$ cat src/rtl/wb_arb_pkg.sv
// Shared definitions for the two-master Wishbone round-robin arbiter:
// FSM encoding, grant one-hot constants and watchdog sizing.
package wb_arb_pkg;

  typedef enum logic [1:0] {
    ST_IDLE  = 2'd0,
    ST_BUSY  = 2'd1,
    ST_ABORT = 2'd2
  } arb_state_e;

  localparam int unsigned TIMEOUT_DEFAULT = 255;

  localparam logic [1:0] GNT_NONE = 2'b00;
  localparam logic [1:0] GNT_M0   = 2'b01;
  localparam logic [1:0] GNT_M1   = 2'b10;

  function automatic int unsigned cnt_width(input int unsigned timeout);
    int unsigned w;
    w = 1;
    if (timeout > 0) w = $clog2(timeout + 1);
    return w;
  endfunction

endpackage

$ cat src/rtl/wb_arb_watchdog.sv
// Saturating stall counter for the arbiter; flags expiry when a stalled
// strobe brings the count to TIMEOUT (TIMEOUT of 0 never expires).
module wb_arb_watchdog
  import wb_arb_pkg::*;
#(
  parameter int unsigned TIMEOUT = TIMEOUT_DEFAULT
) (
  input  logic clk_i,
  input  logic rst_i,
  input  logic clr_i,
  input  logic inc_i,
  output logic expire_o
);

  localparam int unsigned W = cnt_width(TIMEOUT);

  logic [W-1:0] cnt_q, cnt_d;

  always_comb begin
    cnt_d = cnt_q;
    if (clr_i)
      cnt_d = '0;
    else if (inc_i && (cnt_q != '1))
      cnt_d = cnt_q + W'(1);
  end

  always_ff @(posedge clk_i or posedge rst_i) begin
    if (rst_i) cnt_q <= '0;
    else       cnt_q <= cnt_d;
  end

  // Compared on the next value: a response in the reaching cycle clears
  // the count instead, so it always beats the abort.
  assign expire_o = (TIMEOUT != 0) && inc_i && (cnt_d == W'(TIMEOUT));

endmodule

$ cat src/rtl/wb_rr_arbiter.sv
// Two-master Wishbone round-robin arbiter with a per-access watchdog that
// aborts stalled strobes with an err response to the owning master.
module wb_rr_arbiter
  import wb_arb_pkg::*;
#(
  parameter int unsigned TIMEOUT = TIMEOUT_DEFAULT
) (
  input  logic        wb_clk_i,
  input  logic        wb_rst_i,
  input  logic [31:0] wbm0_adr_i,
  input  logic [31:0] wbm0_dat_i,
  input  logic [3:0]  wbm0_sel_i,
  input  logic        wbm0_we_i,
  input  logic        wbm0_cyc_i,
  input  logic        wbm0_stb_i,
  input  logic [2:0]  wbm0_cti_i,
  input  logic [1:0]  wbm0_bte_i,
  output logic [31:0] wbm0_dat_o,
  output logic        wbm0_ack_o,
  output logic        wbm0_err_o,
  output logic        wbm0_rty_o,
  input  logic [31:0] wbm1_adr_i,
  input  logic [31:0] wbm1_dat_i,
  input  logic [3:0]  wbm1_sel_i,
  input  logic        wbm1_we_i,
  input  logic        wbm1_cyc_i,
  input  logic        wbm1_stb_i,
  input  logic [2:0]  wbm1_cti_i,
  input  logic [1:0]  wbm1_bte_i,
  output logic [31:0] wbm1_dat_o,
  output logic        wbm1_ack_o,
  output logic        wbm1_err_o,
  output logic        wbm1_rty_o,
  output logic [31:0] wbs_adr_o,
  output logic [31:0] wbs_dat_o,
  output logic [3:0]  wbs_sel_o,
  output logic        wbs_we_o,
  output logic        wbs_cyc_o,
  output logic        wbs_stb_o,
  output logic [2:0]  wbs_cti_o,
  output logic [1:0]  wbs_bte_o,
  input  logic [31:0] wbs_dat_i,
  input  logic        wbs_ack_i,
  input  logic        wbs_err_i,
  input  logic        wbs_rty_i,
  output logic [1:0]  grant_o,
  output logic        timeout_o
);

  arb_state_e state_q;
  logic [1:0] grant_q, last_q;
  logic       timeout_q;
  logic       sel_m1, gnt_cyc, gnt_stb, busy, abort, slv_resp, expire;

  assign sel_m1   = grant_q[1];
  assign gnt_cyc  = sel_m1 ? wbm1_cyc_i : wbm0_cyc_i;
  assign gnt_stb  = sel_m1 ? wbm1_stb_i : wbm0_stb_i;
  assign busy     = (state_q == ST_BUSY);
  assign abort    = (state_q == ST_ABORT);
  assign slv_resp = wbs_ack_i | wbs_err_i | wbs_rty_i;

  wb_arb_watchdog #(.TIMEOUT(TIMEOUT)) u_wdog (
    .clk_i    (wb_clk_i),
    .rst_i    (wb_rst_i),
    .clr_i    (!busy || slv_resp),
    .inc_i    (busy && gnt_stb && !slv_resp),
    .expire_o (expire)
  );

  always_ff @(posedge wb_clk_i or posedge wb_rst_i) begin
    if (wb_rst_i) begin
      state_q   <= ST_IDLE;
      grant_q   <= GNT_NONE;
      last_q    <= GNT_M1;
      timeout_q <= 1'b0;
    end else begin
      timeout_q <= 1'b0;
      unique case (state_q)
        ST_IDLE: begin
          if (wbm0_cyc_i || wbm1_cyc_i) begin
            state_q <= ST_BUSY;
            if (wbm0_cyc_i && wbm1_cyc_i)
              grant_q <= (last_q == GNT_M0) ? GNT_M1 : GNT_M0;
            else
              grant_q <= wbm0_cyc_i ? GNT_M0 : GNT_M1;
          end
        end
        ST_BUSY: begin
          if (!gnt_cyc) begin
            state_q <= ST_IDLE;
            last_q  <= grant_q;
            grant_q <= GNT_NONE;
          end else if (expire) begin
            state_q   <= ST_ABORT;
            timeout_q <= 1'b1;
          end
        end
        ST_ABORT: begin
          if (!gnt_cyc) begin
            state_q <= ST_IDLE;
            last_q  <= grant_q;
            grant_q <= GNT_NONE;
          end else begin
            state_q <= ST_BUSY;
          end
        end
        default: begin
          state_q <= ST_IDLE;
          grant_q <= GNT_NONE;
        end
      endcase
    end
  end

  always_comb begin
    wbs_adr_o  = '0;
    wbs_dat_o  = '0;
    wbs_sel_o  = '0;
    wbs_we_o   = 1'b0;
    wbs_cyc_o  = 1'b0;
    wbs_stb_o  = 1'b0;
    wbs_cti_o  = '0;
    wbs_bte_o  = '0;
    wbm0_dat_o = '0;
    wbm0_ack_o = 1'b0;
    wbm0_err_o = 1'b0;
    wbm0_rty_o = 1'b0;
    wbm1_dat_o = '0;
    wbm1_ack_o = 1'b0;
    wbm1_err_o = 1'b0;
    wbm1_rty_o = 1'b0;
    if (busy) begin
      wbs_adr_o = sel_m1 ? wbm1_adr_i : wbm0_adr_i;
      wbs_dat_o = sel_m1 ? wbm1_dat_i : wbm0_dat_i;
      wbs_sel_o = sel_m1 ? wbm1_sel_i : wbm0_sel_i;
      wbs_we_o  = sel_m1 ? wbm1_we_i  : wbm0_we_i;
      wbs_cyc_o = gnt_cyc;
      wbs_stb_o = gnt_stb;
      wbs_cti_o = sel_m1 ? wbm1_cti_i : wbm0_cti_i;
      wbs_bte_o = sel_m1 ? wbm1_bte_i : wbm0_bte_i;
      if (sel_m1) begin
        wbm1_dat_o = wbs_dat_i;
        wbm1_ack_o = wbs_ack_i;
        wbm1_err_o = wbs_err_i;
        wbm1_rty_o = wbs_rty_i;
      end else begin
        wbm0_dat_o = wbs_dat_i;
        wbm0_ack_o = wbs_ack_i;
        wbm0_err_o = wbs_err_i;
        wbm0_rty_o = wbs_rty_i;
      end
    end else if (abort) begin
      wbm0_err_o = !sel_m1;
      wbm1_err_o = sel_m1;
    end
  end

  assign grant_o   = grant_q;
  assign timeout_o = timeout_q;

endmodule

$ cat config.mk
export PLATFORM = sky130hd
export DESIGN_NAME = wb_rr_arbiter
export DESIGN_NICKNAME = d
export VERILOG_FILES = /design/src/rtl/wb_arb_pkg.sv /design/src/rtl/wb_arb_watchdog.sv /design/src/rtl/wb_rr_arbiter.sv
export SDC_FILE = /design/constraint.sdc
export NUM_CORES = 1
export LEC_CHECK = 0
export ABC_AREA = 1
export BUFFER_PORTS_ARGS = -buffer_cell sky130_fd_sc_hd__buf_2
export CORE_AREA = 3 3 130 132
export DETAILED_ROUTE_END_ITERATION = 16
export DIE_AREA = 0 0 133 135
export PLACE_DENSITY = 0.58
export SYNTH_ARGS = -nofsm -noshare
export SYNTH_HDL_FRONTEND = slang
export SYNTH_SLANG_ARGS = --single-unit
$ cat constraint.sdc
create_clock -name wb_clk_i -period 2 [get_ports wb_clk_i]
set_clock_uncertainty 0.2 [all_clocks]
set_input_delay 0.2 -clock wb_clk_i [delete_from_list [all_inputs] [get_ports wb_clk_i]]
set_output_delay 0.2 -clock wb_clk_i [all_outputs]
set_load 0.005 [all_outputs]
==> results of run 1 <==
## area by class of cell
class / instances / area (um^2) / share of cell area, %
Antenna cell: 1 / 2.50 / 0.0474
Multi-Input combinational cell: 396 / 2010 / 38.0
Clock buffer: 4 / 78.8 / 1.49
Tap cell: 216 / 270 / 5.11
Timing Repair Buffer: 388 / 2320 / 43.9
Sequential cell: 15 / 378 / 7.15
Inverter: 60 / 228 / 4.31
## metrics by stage
step	setup TNS [ns]	worst slack, ns	instances
floorplan	-0.127	-0.0643	503
global placement	-2.22	-0.186	1057
detailed placement	-2.66	-0.256	1057
CTS	-0.0553	-0.0327	1066
global route	-4.47	-0.227	1080
finish	-0.305	-0.0639	1080
## how the worst min path moves through the flow
stage	startpoint	endpoint	slack (ns)	cells after the start
floorplan	wb_rst_i	grant_o[0]	-0.1	1
global placement	wb_rst_i	last_q[0]	0.09	2
detailed placement	wb_rst_i	last_q[0]	0.10	2
CTS	wbm1_cyc_i	last_q[1]	0.04	3
global route	wbm1_cyc_i	last_q[1]	0.07	3
finish	wbm1_cyc_i	last_q[1]	0.05	3
## power by group
part	leakage [nW]	internal [mW]	total (mW)	switching [mW]
logic	2.95	2.07	4.53	2.46
registers	0.198	0.361	0.396	0.0351
clock network	0.0382	0.270	0.387	0.118
## per-layer routing
layer / routed length (um) / vias up / global-route usage (%)
met4: 148 / 0 / 1.56
met5: 0 / - / 0
met3: 1140 / 11 / 1.90
met2: 7610 / 241 / 24.5
li1: - / 2271 / -
met1: 6060 / 1934 / 17.5
## critical path, cell delays in order (launching register included)
cell,delay [ns]
dfrtp_1,0.41
ha_4,0.19
nand2_4,0.08
nor2_4,0.04
nand2_4,0.11
nand3_4,0.11
nand2_2,0.10
nand2_2,0.05
nor2_2,0.11
nand2_1,0.08
nor2_2,0.13
nand3_1,0.10
nand2_2,0.08
nand2_2,0.05
nand2_1,0.05
nand2_1,0.05
## logic make-up (layout without fill, tap and decap cells)
family | Yosys count | count (layout) | synth area share, %
other | 0 | 1 | 0
and+or+nand+nor | 302 | 303 | 49.2
buffers and inverters | 93 | 452 | 14.9
DFF | 15 | 15 | 15.2
adders and majority gates | 5 | 5 | 2.52
AOI/OAI and AO/OA | 88 | 88 | 18.2
## synthesized netlist by cell type, drive strengths merged
cell / count / area share, %
inv: 60 / 9.2
dfrtp: 14 / 14
o21a: 1 / 0.30
nand4: 4 / 1.0
o22ai: 1 / 0.25
nand3: 15 / 4.2
a31oi: 1 / 0.25
nor3: 2 / 0.61
o21ai: 6 / 1.2
nor2: 89 / 14
buf: 12 / 2.6
ha: 5 / 2.5
nand2: 191 / 29
o21bai: 2 / 0.61
a21oi: 77 / 16
or2: 1 / 0.25
clkbuf: 21 / 3.2
dfstp: 1 / 1.1
## state kept, by name (all words and copies together), names as in the netlist
signal / count
grant_o: 2
u_wdog.cnt_q: 8
state_q: 2
last_q: 2
timeout_o: 1
## repair_timing
item	4_1_cts	5_1_grt
hold buffers	1	0
gates resized for setup	23	81
endpoints found under the hold margin	14	0
endpoints found under the setup margin	148	92
buffers inserted	4	4
gates cloned	1	10
pin swaps	3	6
==> flow_metrics.py, run 1 <==
metrics = {
    "hold_path": {
        "hold_path.class": "in -> reg",
    },
    "floorplan": {
        "placement_rows": 46,
        "die_x_um": 133,
        "io_pins": 338,
        "core_um2": 15800,
        "initial_core_util_pct": 15.7,
        "die_h_um": 135,
        "dieArea_um2": 18000,
    },
    "timing": {
        "min_period_over_period_pct": 103,
        "setup_ws_ns": -0.0639,
        "fmax_mhz": 485,
        "worst_slew_pin_slew_ns": 0.596,
        "setup_violations": 22,
        "period_needed_ns": 2.06,
        "whs_ns": 0.0474,
        "rsz0062_at_grt": "yes",
        "relSlewSlack_pct": 60.3,
        "drv_slew": 0,
        "hold_violations": 0,
    },
    "layout": {
        "fillers": 1711,
        "final_core_util_pct": 33.4,
        "fin_area_um2": 5280,
        "final_cell_mix": "buf_2, nand2_1, a21oi_1",
        "final_common_cell": "buf_2",
        "finalNetCount": 1058,
        "area_delta_synth_final_pct": 113,
        "drive_gt1_share_pct": 54.3,
    },
    "clocking": {
        "cts_buffers": 3,
        "cts-root-buf": "clkbuf_16",
        "clockBufferDepth": 2,
        "htreeDepth": 1,
        "cts_sinks": 15,
        "clk_pin_slew_ns": 0.05,
        "clk_latency_ns": 0.24,
        "cts_tree": "yes",
    },
    "place": {
        "io_buffers": 337,
        "hpwl_mm": 11.4,
        "gp_congestion": 0.773,
        "place_area_um2": 4580,
    },
    "routing": {
        "drt-initial-drc-count": 157,
        "viasPerCell": 4.13,
        "finalWirelength_mm": 15.0,
        "ant_nets": 0,
        "vias": 4457,
        "routedWlPerCell_um": 13.9,
        "drcViolationCount": 0,
        "drtPass1Iterations": 4,
    },
    "grt": {
        "grt_pass1_vias": 3960,
        "grt-ovfl-total": 0,
        "grt_usage_pct": 13.5,
        "grt_max_degree": 50,
        "grt_antenna_before_repair": 1,
        "grt_pass1_wl_mm": 20.1,
    },
    "setup_path": {
        "reg2reg_from": "u_wdog.cnt_q[1]",
        "critPathCaptureType": "register",
        "criticalPathCategory": "reg -> reg",
        "start_kind": "register",
        "cp.required_ns": 1.93,
        "cp-endpoint": "state_q[0]",
        "worst-path-max-fanout": 6,
        "rrSetupSlack_ns": -0.06,
        "r2r_cells": 15,
        "cp.arrival_ns": 2.00,
        "r2r-end": "state_q[0]",
        "critPathLaunch": "u_wdog.cnt_q[1]",
    },
    "synthesis": {
        "synth_nets": 697,
        "synth_area_um2": 2480,
        "synth-seq-area-share_pct": 15.2,
        "synth.avg_cell_area_um2": 4.93,
        "synthCells": 503,
        "ys_seq_elements": 15,
        "ys_types": 28,
        "yosysWarnings": 0,
    },
    "flow_run": {
        "cap_viol_max_count": 0,
    },
    "pwr": {
        "ir_drop_v": 0.000482,
        "p_leak_nw": 3.19,
        "power.total_mw": 5.31,
        "p_per_area_nw_per_um2": 1010,
    },
    "run_status": {
        "violations": "setup timing",
        "outcome": "finished with violations",
    },
}
(Power assumes the default switching activity.)
==> run 2: changes to the inputs <==
BUFFER_PORTS_ARGS = -buffer_cell sky130_fd_sc_hd__buf_4   (was -buffer_cell sky130_fd_sc_hd__buf_2)
==> run 2 against run 1 <==
Compared with the run above:
- the flow still finishes with violations (setup timing)
- die area did not move
- design area grew 19%
- combinational power grew 22%
- sequential cell count stayed put
- sequential share of layout area shrank 1.1 points
- cell count about the same
- register-to-register slack got worse by 0.03 ns
- highest routed layer unchanged
- first-iteration DRC count decreased by 34%
- via count is 1.3% higher
- fmax fell by 1.5%
==> flow_metrics.py, run 2 (same netlist as run 1, synthesis figures left out) <==
metrics = {
    "setup_path": {
        "critPathCaptureType": "register",
        "cp_slowest_cell": "dfrtp_1",
        "worst-path-max-fanout": 4,
        "cp.arrival_ns": 2.03,
        "cp_cell_sequence": "inv_2, ha_4, nand3_4, a21oi_1, nand4_1, nor2_2, nand3_2, nand2_2, nand2_2, nand2_1, nand2_1",
        "criticalPathCategory": "reg -> reg",
        "max_stage_delay_ns": 0.39,
        "cp.required_ns": 1.94,
        "start_kind": "register",
    },
    "floorplan": {
        "initial_core_util_pct": 15.7,
        "core_um2": 15800,
        "die_h_um": 135,
        "io_pins": 338,
        "placement_rows": 46,
        "dieArea_um2": 18000,
        "die_x_um": 133,
    },
    "grt": {
        "grt_pass1_wl_mm": 21.8,
        "grt_usage_pct": 14.8,
        "grt-ovfl-total": 0,
        "grt_antenna_before_repair": 0,
        "grt_pass1_vias": 4180,
        "grt_max_degree": 53,
    },
    "layout": {
        "finalNetCount": 1058,
        "final_core_util_pct": 39.6,
        "regMostFlops": "u_wdog.cnt_q",
        "drive_gt1_share_pct": 57.2,
        "final_cell_mix": "buf_4, nand2_1, a21oi_1",
        "final_cells": 1079,
        "fillers": 1665,
        "largest_reg_flops": 8,
        "diodes": 0,
        "final_common_cell": "buf_4",
        "area_delta_synth_final_pct": 153,
    },
    "clocking": {
        "cts-root-buf": "clkbuf_16",
        "clockBufferDepth": 2,
        "clk_latency_ns": 0.24,
        "cts_tree": "yes",
        "cts_buffers": 3,
        "cts_sinks": 15,
        "htreeDepth": 1,
        "clk_pin_slew_ns": 0.05,
    },
    "pwr": {
        "p_int_mw": 3.43,
        "p_leak_nw": 3.40,
        "power_frac_seq_pct": 6.3,
        "p_per_area_nw_per_um2": 1010,
        "p_switching_mw": 2.87,
        "p_comb_share_pct": 87.5,
        "p_clk_share_pct": 6.2,
        "ir_drop_v": 0.000599,
        "swShare_pct": 45.6,
        "power.total_mw": 6.31,
    },
    "run_status": {
        "outcome": "finished with violations",
        "violations": "setup timing",
    },
    "timing": {
        "setup_violations": 32,
        "worst_slew_pin_slew_ns": 0.584,
        "fmax_mhz": 477,
        "rsz0062_at_grt": "yes",
        "min_period_over_period_pct": 105,
        "relSlewSlack_pct": 61.0,
        "drv_slew": 0,
        "hold_violations": 0,
        "setup_ws_ns": -0.0943,
        "period_needed_ns": 2.09,
    },
    "routing": {
        "vias": 4515,
        "drt-initial-drc-count": 103,
        "drtPass1Iterations": 4,
        "drcViolationCount": 0,
        "routedWlPerCell_um": 15.6,
        "finalWirelength_mm": 16.9,
        "ant_nets": 0,
        "viasPerCell": 4.18,
    },
    "place": {
        "io_buffers": 337,
        "place_inst": 1053,
        "gp_congestion": 0.785,
        "hpwl_mm": 12.1,
        "dp_slack_ns": -0.229,
    },
    "flow_run": {
        "cap_viol_max_count": 0,
    },
    "hold_path": {
        "hold_path.class": "in -> reg",
    },
}
-- run 2: changes by cell type in the layout (fill, tap and decap cells not counted), sizes merged --
cell and change:
clkbuf +2, diode -1, buf -3, bufbuf +1
-- run 2: power by group through the flow --
stage | clock network, mW | registers, mW | logic, mW
after floorplan | 0 | 0.392 | 1.86
after global placement | 0 | 0.394 | 4.31
after global routing | 0.420 | 0.404 | 5.93
after detailed placement | 0 | 0.396 | 4.27
after CTS | 0.401 | 0.398 | 4.49
final | 0.392 | 0.399 | 5.52
-- run 2: area by class of cell --
| type | count | area [um^2] | share of cell area (%) |
|---|---|---|---|
| multi-input cells | 396 | 2090 | 33.4 |
| clock buffers | 4 | 78.8 | 1.26 |
| well taps | 216 | 270 | 4.31 |
| flip-flops and latches | 15 | 378 | 6.03 |
| repair buffers | 388 | 3220 | 51.4 |
| inverters | 60 | 230 | 3.67 |
-- run 2: layer usage --
metal	vias to the layer above	global-route usage, %	part of all wire, %
met3	20	3.65	7.5
met4	0	2.19	1.4
met1	2008	18.0	38
met5	-	0	0
li1	2269	-	-
met2	218	27.0	53
-- run 2: worst paths after layout --
path                            startpoint    endpoint  slack (ns)  cells after the start
min in group asynchronous         wb_rst_i   last_q[0]        0.38                      3
worst max register to register  state_q[1]  state_q[1]       -0.09                     11
worst min register to register   last_q[0]   last_q[0]        0.29                      1
worst max-delay path            state_q[1]  state_q[1]       -0.09                     11
max in group asynchronous         wb_rst_i  grant_o[1]        0.80                      3
worst min-delay path            wbm1_cyc_i   last_q[1]        0.05                      3
-- run 2: per-stage QoR --
step	area (um^2)	setup TNS (ns)	hold WS, ns
floorplan	2490	-0.127	-0.0992
global placement	5420	-0.380	0.0992
detailed placement	5420	-0.494	0.108
CTS	5640	-0.126	0.0312
global route	6270	-4.12	0.0750
finish	6270	-0.458	0.0504
-- run 2: what timing repair did --
item	in CTS	in global routing
pin swaps	5	17
cloned	2	13
setup endpoints to repair	148	133
gates resized for setup	18	107
buffers inserted	2	5
hold endpoints to repair	14	0
hold buffers	1	0
-- run 2: worst max-delay path, delay by kind of cell, from the launching register on --
| kind | cells | cell delay, ns |
|---|---|---|
| adders and majority gates | 1 | 0.18 |
| DFF | 1 | 0.39 |
| and+or+nand+nor | 8 | 0.77 |
| AOI/OAI and AO/OA | 1 | 0.38 |
| buffers and inverters | 1 | 0.08 |
